`src/rtl/iic_slave_if.sv`:
```
// Bus bundle for the I2C target: pad-side lines plus the host-side rx/tx handshake.
interface iic_slave_if;
    logic       scl_in;
    logic       sda_in;
    logic       sda_oe;
    logic       scl_oe;
    logic [7:0] rx_data;
    logic       rx_valid;
    logic       rx_ack_en;
    logic [7:0] tx_data;
    logic       tx_valid;
    logic       tx_req;
    logic       rd_mode;
    logic       busy;
    logic       nack_rcvd;

    modport slave (
        input  scl_in, sda_in, rx_ack_en, tx_data, tx_valid,
        output sda_oe, scl_oe, rx_data, rx_valid, tx_req, rd_mode, busy, nack_rcvd
    );

    modport master (
        output scl_in, sda_in, rx_ack_en, tx_data, tx_valid,
        input  sda_oe, scl_oe, rx_data, rx_valid, tx_req, rd_mode, busy, nack_rcvd
    );
endinterface

```
`src/rtl/iic_slave.sv`:
```
// Oversampled I2C target: 7-bit address match, byte receive with ACK/NACK, byte transmit from a host handshake.
// Optional clock stretching on tx underrun is built when IIC_SLAVE_STRETCH_EN is defined.
module iic_slave #(
    parameter logic [6:0] DEV_ADDR = 7'h50,
    parameter int         HOLD_CYC = 4
) (
    input  logic       clk,
    input  logic       rst_n,
    iic_slave_if.slave bus
);
    localparam int            HW      = $clog2(HOLD_CYC + 1);
    localparam logic [HW-1:0] HOLD_LD = HW'(HOLD_CYC);

    typedef enum logic [3:0] {
        S_IDLE, S_ADDR, S_ADDR_ACK, S_RX, S_RX_ACK, S_TX_LOAD, S_TX, S_TX_ACKCHK, S_WAIT
    } state_t;

    state_t        state_q;
    logic [1:0]    scl_s_q, sda_s_q;
    logic          scl_h_q, sda_h_q;
    logic [2:0]    bit_cnt_q;
    logic          ph_q;
    logic [7:0]    shift_q;
    logic [HW-1:0] hold_q;
    logic          pend_q;
    logic          sda_oe_q;
    logic [7:0]    rx_data_q;
    logic          rx_valid_q;
    logic          tx_req_q;
    logic [7:0]    tx_buf_q;
    logic          tx_have_q;
    logic          rd_mode_q;
    logic          busy_q;
    logic          nack_q;
`ifdef IIC_SLAVE_STRETCH_EN
    logic          scl_oe_q;
`endif

    logic       scl_c, sda_c, scl_rise, scl_fall, start_c, stop_c;
    logic       hold_exp, hs, tx_ready, tx_go;
    logic [7:0] shift_in, tx_byte;

    assign scl_c    = scl_s_q[1];
    assign sda_c    = sda_s_q[1];
    assign scl_rise = scl_c & ~scl_h_q;
    assign scl_fall = ~scl_c & scl_h_q;
    // SCL must be high on both samples so an SDA move near an SCL edge is not mistaken for START/STOP
    assign start_c  = scl_c & scl_h_q & sda_h_q & ~sda_c;
    assign stop_c   = scl_c & scl_h_q & ~sda_h_q & sda_c;
    assign hold_exp = (hold_q == HW'(1));
    assign hs       = tx_req_q & bus.tx_valid;
    assign tx_ready = tx_have_q | hs;
    assign shift_in = {shift_q[6:0], sda_c};
    assign tx_byte  = tx_ready ? (tx_have_q ? tx_buf_q : bus.tx_data) : 8'hFF;

    always_comb begin
`ifdef IIC_SLAVE_STRETCH_EN
        tx_go = (hold_exp | scl_oe_q) & tx_ready;
`else
        tx_go = hold_exp;
`endif
    end

    always_ff @(posedge clk or negedge rst_n) begin
        if (!rst_n) begin
            state_q    <= S_IDLE;
            scl_s_q    <= 2'b11;
            sda_s_q    <= 2'b11;
            scl_h_q    <= 1'b1;
            sda_h_q    <= 1'b1;
            bit_cnt_q  <= 3'd7;
            ph_q       <= 1'b0;
            shift_q    <= 8'h00;
            hold_q     <= '0;
            pend_q     <= 1'b0;
            sda_oe_q   <= 1'b0;
            rx_data_q  <= 8'h00;
            rx_valid_q <= 1'b0;
            tx_req_q   <= 1'b0;
            tx_buf_q   <= 8'h00;
            tx_have_q  <= 1'b0;
            rd_mode_q  <= 1'b0;
            busy_q     <= 1'b0;
            nack_q     <= 1'b0;
`ifdef IIC_SLAVE_STRETCH_EN
            scl_oe_q   <= 1'b0;
`endif
        end else begin
            scl_s_q    <= {scl_s_q[0], bus.scl_in};
            sda_s_q    <= {sda_s_q[0], bus.sda_in};
            scl_h_q    <= scl_c;
            sda_h_q    <= sda_c;
            rx_valid_q <= 1'b0;
            nack_q     <= 1'b0;
            if (hs) begin
                tx_buf_q  <= bus.tx_data;
                tx_have_q <= 1'b1;
                tx_req_q  <= 1'b0;
            end
            if (scl_fall)          hold_q <= HOLD_LD;
            else if (hold_q != '0) hold_q <= hold_q - HW'(1);
            if (hold_exp) sda_oe_q <= pend_q;
`ifdef IIC_SLAVE_STRETCH_EN
            if (state_q == S_RX_ACK) scl_oe_q <= 1'b0;
`endif

            if (start_c || stop_c) begin
                state_q   <= start_c ? S_ADDR : S_IDLE;
                if (stop_c) busy_q <= 1'b0;
                bit_cnt_q <= 3'd7;
                ph_q      <= 1'b0;
                pend_q    <= 1'b0;
                sda_oe_q  <= 1'b0;
                hold_q    <= '0;
                tx_req_q  <= 1'b0;
                tx_have_q <= 1'b0;
`ifdef IIC_SLAVE_STRETCH_EN
                scl_oe_q  <= 1'b0;
`endif
            end else begin
                case (state_q)
                    S_ADDR: begin
                        if (scl_rise) begin
                            shift_q   <= shift_in;
                            bit_cnt_q <= bit_cnt_q - 3'd1;
                            if (bit_cnt_q == 3'd0) ph_q <= 1'b1;
                        end else if (scl_fall && ph_q) begin
                            ph_q <= 1'b0;
                            if (shift_q[7:1] == DEV_ADDR) begin
                                state_q   <= S_ADDR_ACK;
                                rd_mode_q <= shift_q[0];
                                busy_q    <= 1'b1;
                                pend_q    <= 1'b1;
                            end else begin
                                state_q <= S_IDLE;
                                busy_q  <= 1'b0;
                            end
                        end
                    end
                    S_ADDR_ACK: begin
                        if (scl_fall) begin
                            pend_q    <= 1'b0;
                            bit_cnt_q <= 3'd7;
                            if (rd_mode_q) begin
                                state_q  <= S_TX_LOAD;
                                tx_req_q <= ~tx_ready;
                            end else begin
                                state_q <= S_RX;
                            end
                        end
                    end
                    S_RX: begin
                        if (scl_rise) begin
                            shift_q   <= shift_in;
                            bit_cnt_q <= bit_cnt_q - 3'd1;
                            if (bit_cnt_q == 3'd0) begin
                                rx_data_q  <= shift_in;
                                rx_valid_q <= 1'b1;
                                state_q    <= S_RX_ACK;
                                ph_q       <= 1'b0;
                            end
                        end
                    end
                    S_RX_ACK: begin
                        // first fall drives the ack bit, second fall releases it
                        if (scl_fall) begin
                            if (!ph_q) begin
                                pend_q <= bus.rx_ack_en;
                                ph_q   <= 1'b1;
`ifdef IIC_SLAVE_STRETCH_EN
                                scl_oe_q <= rx_valid_q;
`endif
                            end else begin
                                pend_q  <= 1'b0;
                                ph_q    <= 1'b0;
                                state_q <= S_RX;
                            end
                        end
                    end
                    S_TX_LOAD: begin
                        if (tx_go) begin
                            shift_q   <= tx_byte;
                            sda_oe_q  <= ~tx_byte[7];
                            tx_have_q <= 1'b0;
                            bit_cnt_q <= 3'd7;
                            ph_q      <= 1'b0;
                            state_q   <= S_TX;
`ifdef IIC_SLAVE_STRETCH_EN
                            scl_oe_q  <= 1'b0;
                        end else if (hold_exp) begin
                            scl_oe_q  <= 1'b1;
`endif
                        end
                    end
                    S_TX: begin
                        if (scl_rise) begin
                            bit_cnt_q <= bit_cnt_q - 3'd1;
                            if (bit_cnt_q == 3'd0) ph_q <= 1'b1;
                        end else if (scl_fall) begin
                            if (ph_q) begin
                                ph_q    <= 1'b0;
                                pend_q  <= 1'b0;
                                state_q <= S_TX_ACKCHK;
                            end else begin
                                shift_q <= {shift_q[6:0], 1'b1};
                                pend_q  <= ~shift_q[6];
                            end
                        end
                    end
                    S_TX_ACKCHK: begin
                        if (scl_rise) begin
                            if (sda_c) begin
                                nack_q   <= 1'b1;
                                pend_q   <= 1'b0;
                                tx_req_q <= 1'b0;
                                state_q  <= S_WAIT;
                            end else begin
                                ph_q <= 1'b1;
                            end
                        end else if (scl_fall && ph_q) begin
                            ph_q     <= 1'b0;
                            state_q  <= S_TX_LOAD;
                            tx_req_q <= ~tx_ready;
                        end
                    end
                    default: ;
                endcase
            end
        end
    end

    assign bus.sda_oe    = sda_oe_q;
`ifdef IIC_SLAVE_STRETCH_EN
    assign bus.scl_oe    = scl_oe_q;
`else
    assign bus.scl_oe    = 1'b0;
`endif
    assign bus.rx_data   = rx_data_q;
    assign bus.rx_valid  = rx_valid_q;
    assign bus.tx_req    = tx_req_q;
    assign bus.rd_mode   = rd_mode_q;
    assign bus.busy      = busy_q;
    assign bus.nack_rcvd = nack_q;
endmodule

```
`src/flat_wrapper.sv`:
```
// flat-port wrapper written by rule: the top's interface ports become plain ports
module iic_slave_flat 
#(
    parameter logic [6:0] DEV_ADDR = 7'h50,
    parameter int         HOLD_CYC = 4
)
  (clk, rst_n, bus_scl_in, bus_sda_in, bus_rx_ack_en, bus_tx_data, bus_tx_valid, bus_sda_oe, bus_scl_oe, bus_rx_data, bus_rx_valid, bus_tx_req, bus_rd_mode, bus_busy, bus_nack_rcvd);
  iic_slave_if bus_i ();
  input  logic clk;
  input  logic rst_n;
  input wire logic [$bits(bus_i.scl_in)-1:0] bus_scl_in;
  input wire logic [$bits(bus_i.sda_in)-1:0] bus_sda_in;
  input wire logic [$bits(bus_i.rx_ack_en)-1:0] bus_rx_ack_en;
  input wire logic [$bits(bus_i.tx_data)-1:0] bus_tx_data;
  input wire logic [$bits(bus_i.tx_valid)-1:0] bus_tx_valid;
  output wire logic [$bits(bus_i.sda_oe)-1:0] bus_sda_oe;
  output wire logic [$bits(bus_i.scl_oe)-1:0] bus_scl_oe;
  output wire logic [$bits(bus_i.rx_data)-1:0] bus_rx_data;
  output wire logic [$bits(bus_i.rx_valid)-1:0] bus_rx_valid;
  output wire logic [$bits(bus_i.tx_req)-1:0] bus_tx_req;
  output wire logic [$bits(bus_i.rd_mode)-1:0] bus_rd_mode;
  output wire logic [$bits(bus_i.busy)-1:0] bus_busy;
  output wire logic [$bits(bus_i.nack_rcvd)-1:0] bus_nack_rcvd;
  assign bus_i.scl_in = bus_scl_in;
  assign bus_i.sda_in = bus_sda_in;
  assign bus_i.rx_ack_en = bus_rx_ack_en;
  assign bus_i.tx_data = bus_tx_data;
  assign bus_i.tx_valid = bus_tx_valid;
  assign bus_sda_oe = bus_i.sda_oe;
  assign bus_scl_oe = bus_i.scl_oe;
  assign bus_rx_data = bus_i.rx_data;
  assign bus_rx_valid = bus_i.rx_valid;
  assign bus_tx_req = bus_i.tx_req;
  assign bus_rd_mode = bus_i.rd_mode;
  assign bus_busy = bus_i.busy;
  assign bus_nack_rcvd = bus_i.nack_rcvd;
  iic_slave #(.DEV_ADDR(DEV_ADDR), .HOLD_CYC(HOLD_CYC)) u_core (.clk(clk), .rst_n(rst_n), .bus(bus_i));
endmodule
```
`config.mk`:
```
export PLATFORM = sky130hd
export DESIGN_NAME = iic_slave_flat
export DESIGN_NICKNAME = d
export VERILOG_FILES = /design/src/rtl/iic_slave_if.sv /design/src/rtl/iic_slave.sv /design/src/flat_wrapper.sv
export SDC_FILE = /design/constraint.sdc
export NUM_CORES = 1
export LEC_CHECK = 0
export ABC_AREA = 0
export CAP_MARGIN = 25
export CORE_ASPECT_RATIO = 1.75
export CORE_MARGIN = 2
export CORE_UTILIZATION = 50
export DETAILED_ROUTE_END_ITERATION = 8
export HOLD_SLACK_MARGIN = 0.15
export PLACE_DENSITY = 0.71
export SYNTH_ARGS = -nofsm -noshare
export SYNTH_HDL_FRONTEND = slang
export SYNTH_SLANG_ARGS = --single-unit
```
`constraint.sdc`:
```
create_clock -name clk -period 3.7 [get_ports clk]
set_clock_uncertainty 0.1 [all_clocks]
set_input_delay 0.925 -clock clk [delete_from_list [all_inputs] [get_ports clk]]
set_output_delay 0.925 -clock clk [all_outputs]
set_load 0.05 [all_outputs]
```
# Word level (Yosys, flattened, before mapping)
# Index checks and enable logic that the tools add are counted.
# totals
regBits	49
out_inout_bits	15
# classes
addsub	2
n_eq_ne	35
mux	91
bitwise_logic	18
n_reduce_logical	22
# ops
cell	n
$mux 4	15
$mux 8	7
$mux 1	54
$ne 3x1->1 const B	13
$pmux 4 s7	1
$mux 3	8
$pmux 8 s3	1
$eq 4x3->1 const B	4
$reduce_and 14->1	1
$reduce_and 7->1	2
$reduce_and 4->1	3
$reduce_and 10->1	1
$not 1->1	9
$pmux 3 s3	1
$reduce_bool 3->1	3
$and 1x1->1	8
$eq 4x2->1 const B	2
$ne 2x1->1 const B	4
$ne 4x1->1 const B	2
$reduce_bool 8->1	1
$eq 7x7->1 const B	1
$reduce_bool 7->1	1
$ne 2x2->1 const B	3
$ne 3x3->1 const B	2
19 further kinds	21

# Depth between registers and ports, before layout
# logic_depth
word_depth	7
mapped_depth	9

# Worst setup path before layout
# Ideal clock, no wire load.
# synth_timing
path_type	flip-flop to flip-flop
startpoint	register u_core.scl_h_q
endpoint	register u_core.shift_q[6]
setup_time_ps	73
t_arrival_ps	1969
required_time_ps	3527
path_slack_ps	1558
stages_incl_launch_ff	10
n_path_buf	2
path_cell_list	dfstp_2 > inv_1 > ha_1 > buf_4 > nor4b_1 > mux2i_1 > nor4_4 > buf_6 > nor2_1 > a21oi_2
# synth_via
elab_chain_len	6
elab_cells_between_ends	14
classes_between	3 x eq/ne; 9 x bitwise; 2 x reduce/logical
# synth_rtl
item	line_no	source
start, declared	iic_slave.sv:20	logic scl_h_q, sda_h_q;
start signal, assigned	iic_slave.sv:91	scl_h_q <= scl_c;
$and 1x1->1	iic_slave.sv:48, iic_slave.sv:49	
$and 1x1->1 (on tied branches) (2 in a row)	iic_slave.sv:48, iic_slave.sv:49	
$logic_or 1x1->1	iic_slave.sv:107	if (start_c || stop_c) begin
$not 1->1 (no source line)	--	
$reduce_and 7->1 (no source line) (*)	--	
end signal, assigned	iic_slave.sv:124	shift_q <= shift_in;
end signal, assigned	iic_slave.sv:154	shift_q <= shift_in;
end signal, assigned	iic_slave.sv:182	shift_q <= tx_byte;
end, declared	iic_slave.sv:23	logic [7:0] shift_q;
# Every way passes the cells marked *; elsewhere a longest branch is shown, timed or not.
# A chain may end at the register's enable or synchronous reset.

# Final worst setup path
# layout_timing
startpoint	register u_core.rd_mode_q (netlist: u_core.bus.rd_mode)
endpoint	output bus_rd_mode
# layout_rtl
item	line_no	source
start, declared	iic_slave.sv:32	logic rd_mode_q;
start signal, assigned	iic_slave.sv:131	rd_mode_q <= shift_q[0];
end, declared	flat_wrapper.sv:21	output wire logic [$bits(bus_i.rd_mode)-1:0] bus_rd_mode;
# No word-level cell between the ends.

==> metrics.yaml <==
critPathBufInv: 1
p_comb_share_pct: 20.0
ant_nets: 0
arrival_ps: 1590
slew_headroom_pct: 44.87
final_util_pct: 58.83
power_switching_w: 0.0003760
fill_cells: 531
slew_violations: 0
status: "completed"
slowest_stage: "clkdlybuf4s50_1"
cts_sinks: 49
setup_viol: 0
post-place-ws_ps: 988.2
crit_fanout: 5
final_nets: 341
initial_utilization_pct: 52.11
yosys.cell_types.count: 63
finalSetupTns_ps: 0
multiInputGateArea_um2: 1490
synth_seq_cells: 49
place_hpwl_um: 4625
grt_pass1_wl_um: 10900
synth_mux_area_share_pct: 9.071
cts_setup_buffers: 0
synth_top_area_share_pct: 34.39
worst_setup_path_start_kind: "register"
drv_cap: 0
grt_antenna_before_repair: 0
syn_avg_cell_area_um2: 9.766
netlist_area_um2: 2910
cts_resized: 0
worstPathRequired_ps: 2670
cts_htree_levels: 2
synth_compound_area_share_pct: 15.56
synth_edf_count: 0
clk_latency_ps: 300
p_sw_share_pct: 30.54
crit_chain: "clkdlybuf4s50_1"
routed_wirelength_um: 6364
worst_pin_slew_ps: 820.8
timing.final.crit_period_ps: 2619
synthXorXnorAreaFrac_pct: 1.161
cts_tree: "built"
grt_usage_pct: 22.25
numCtsBuffers: 5
hold_viol_final: 0
syn2layout_area_growth_pct: 12.90
hp-class: "reg2reg"
synth_ff_type: "dfrtp_1"
via_per_inst: 5.813
cts_buffer_depth: 2
grt_max_degree: 29
die-width_um: 61.67
yosys-top-cells-area: "dfrtp_1 (34%), dfstp_2 (8.1%), mux2_2 (7.4%), a21oi_1 (4.6%), ha_1 (3.9%)"
crit_type: "reg2out"
netlist_instances: 298
yosysWarnings: 0
pin_count: 29
p_total_w: 0.001231
drc: 0
end_kind: "output port"
vdd_ir_drop_max_mv: 0.2995
clock.fmax_mhz: 381.9
pwr-share-seq_pct: 52.9
yosys.area_share.simple_pct: 21.41
core-area_um2: 5585
synth_top_family_by_area: "simple AND/OR/NAND/NOR gates"
drt_iter0_markers: 67
vias: 2296
die_y_um: 104.9
cp_top_family: "buffers and inverters"
syn_nets: 321
p_leak_nw: 1.399
routedWlPerCell_um: 16.11
internal_power_w: 0.0008549
yosys.area.top_type: "dfrtp_1"
root_buffer: "clkbuf_8"
max_stage_delay_ps: 850
dieArea_um2: 6471
rows: 36
layout_worst_path_cycle_share_pct: 70.78
rsz0062_at_grt: "false"
setup_slack_ps: 1081
grt_pass1_vias: 2301
path_clk_slew_ps: 90
drive_gt1_share_pct: 16.93
numPortBuffers: 27
place.gp.congestion: 0.9003
ctsHoldBuffers: 0
seq_area_frac_synth_pct: 42.52
first_pass_iters: 4
diodes: 0
hold_ws_ps: 256.1
synthAdderAreaFrac_pct: 3.869
p_clk_share_pct: 27.1
register_area_um2: 1237
synthArstFlopShare_pct: 100.0
grt-ovfl-total: 0
p_per_area_nw_per_um2: 374.6
==> metal layers <==
metal  wire length (µm)  up-vias  global-route usage (%)
li1                   -     1107                       -
met4                249        0                   11.09
met5                  0        -                       0
met3                208       18                   3.589
met1               2491     1111                   25.85
met2               3415       60                   37.52
==> cell usage in the layout (no fill, tap or decap), types with 4 or more instances in the layout <==
cell type / synthesis / final
clkbuf_8: 0 / 6
clkdlybuf4s50_1: 0 / 26
mux2_2: 19 / 19
dfrtp_1: 40 / 40
inv_1: 13 / 13
o21ai_0: 9 / 9
nor2_1: 17 / 17
o31ai_1: 4 / 4
nand2b_1: 11 / 11
dfstp_2: 9 / 9
ha_1: 9 / 9
o22ai_1: 5 / 5
nor2b_1: 17 / 17
a21oi_1: 27 / 27
nor3_1: 20 / 20
nand2_1: 15 / 15
mux2i_1: 5 / 5
buf_4: 4 / 7
==> cell families after synthesis <==
kind of cell,count (synthesis)
simple gates,107
compound gates,71
flops,49
buf+inv,34
mux,24
fa+ha+maj,9
xor+xnor,3
other cells,1
==> power by group through the flow <==
stage	Sequential [W]	Combinational, W	Clock (W)
2_1_floorplan	0.000638	0.000193	0
3_3_place_gp	0.000660	0.000236	0
3_5_place_dp	0.000661	0.000246	0
4_1_cts	0.000652	0.000248	0.000346
5_1_grt	0.000658	0.000279	0.000362
6_report	0.000651	0.000246	0.000334
==> cell usage after synthesis (all sizes together), types with 2 or more instances <==
cell,count
nand4b,3
xor2,2
and2,3
mux2,19
nor4b,2
nor3,20
o31ai,4
o22ai,5
clkbuf,5
ha,9
mux2i,5
dfstp,9
a211o,2
or3b,2
o21ai,10
nor4,3
nand4,3
nand2,15
a211oi,3
a31oi,2
nor2b,17
a21oi,29
buf,16
nand2b,11
nor4bb,2
inv,13
nor2,18
dfrtp,40
==> stage by stage <==
step,cells,area (µm²)
final,395,3286
after global placement,387,3189
after global routing,395,3286
after detailed placement,387,3189
after floorplan,298,2910
after CTS,395,3286
==> final timing paths <==
check / from / to / slack, ps / cells past startpoint
min in group asynchronous: rst_n / u_core.bus.busy$_DFFE_PN0P_ / 520 / 1
max in group asynchronous: rst_n / u_core.tx_have_q$_DFF_PN0_ / 2270 / 2
min reg2reg: u_core.sda_s_q[0]$_DFF_PN1_ / u_core.sda_s_q[1]$_DFF_PN1_ / 260 / 0
max reg2reg: u_core.state_q[2]$_DFFE_PN0P_ / u_core.bus.rd_mode$_DFFE_PN0P_ / 1120 / 4
max: u_core.bus.rd_mode$_DFFE_PN0P_ / bus_rd_mode / 1080 / 1
min: u_core.sda_s_q[0]$_DFF_PN1_ / u_core.sda_s_q[1]$_DFF_PN1_ / 260 / 0
==> sequential cells by signal, indices dropped and copies added (netlist names), 2 cells and up <==
name,flops
u_core.bit_cnt_q,3
u_core.bus.rx_data,8
u_core.hold_q,3
u_core.scl_s_q,2
u_core.sda_s_q,2
u_core.shift_q,8
u_core.state_q,4
u_core.tx_buf_q,8
==> layout make-up <==
cell class	count	share of cell area [%]
Timing Repair Buffer	34	9.673
Clock inverter	2	0.4189
Tap cell	76	2.894
Multi-Input combinational cell	215	45.35
Sequential cell	49	37.66
Inverter	13	1.485
Clock buffer	6	2.513
Power figures use the tool's default switching activity.
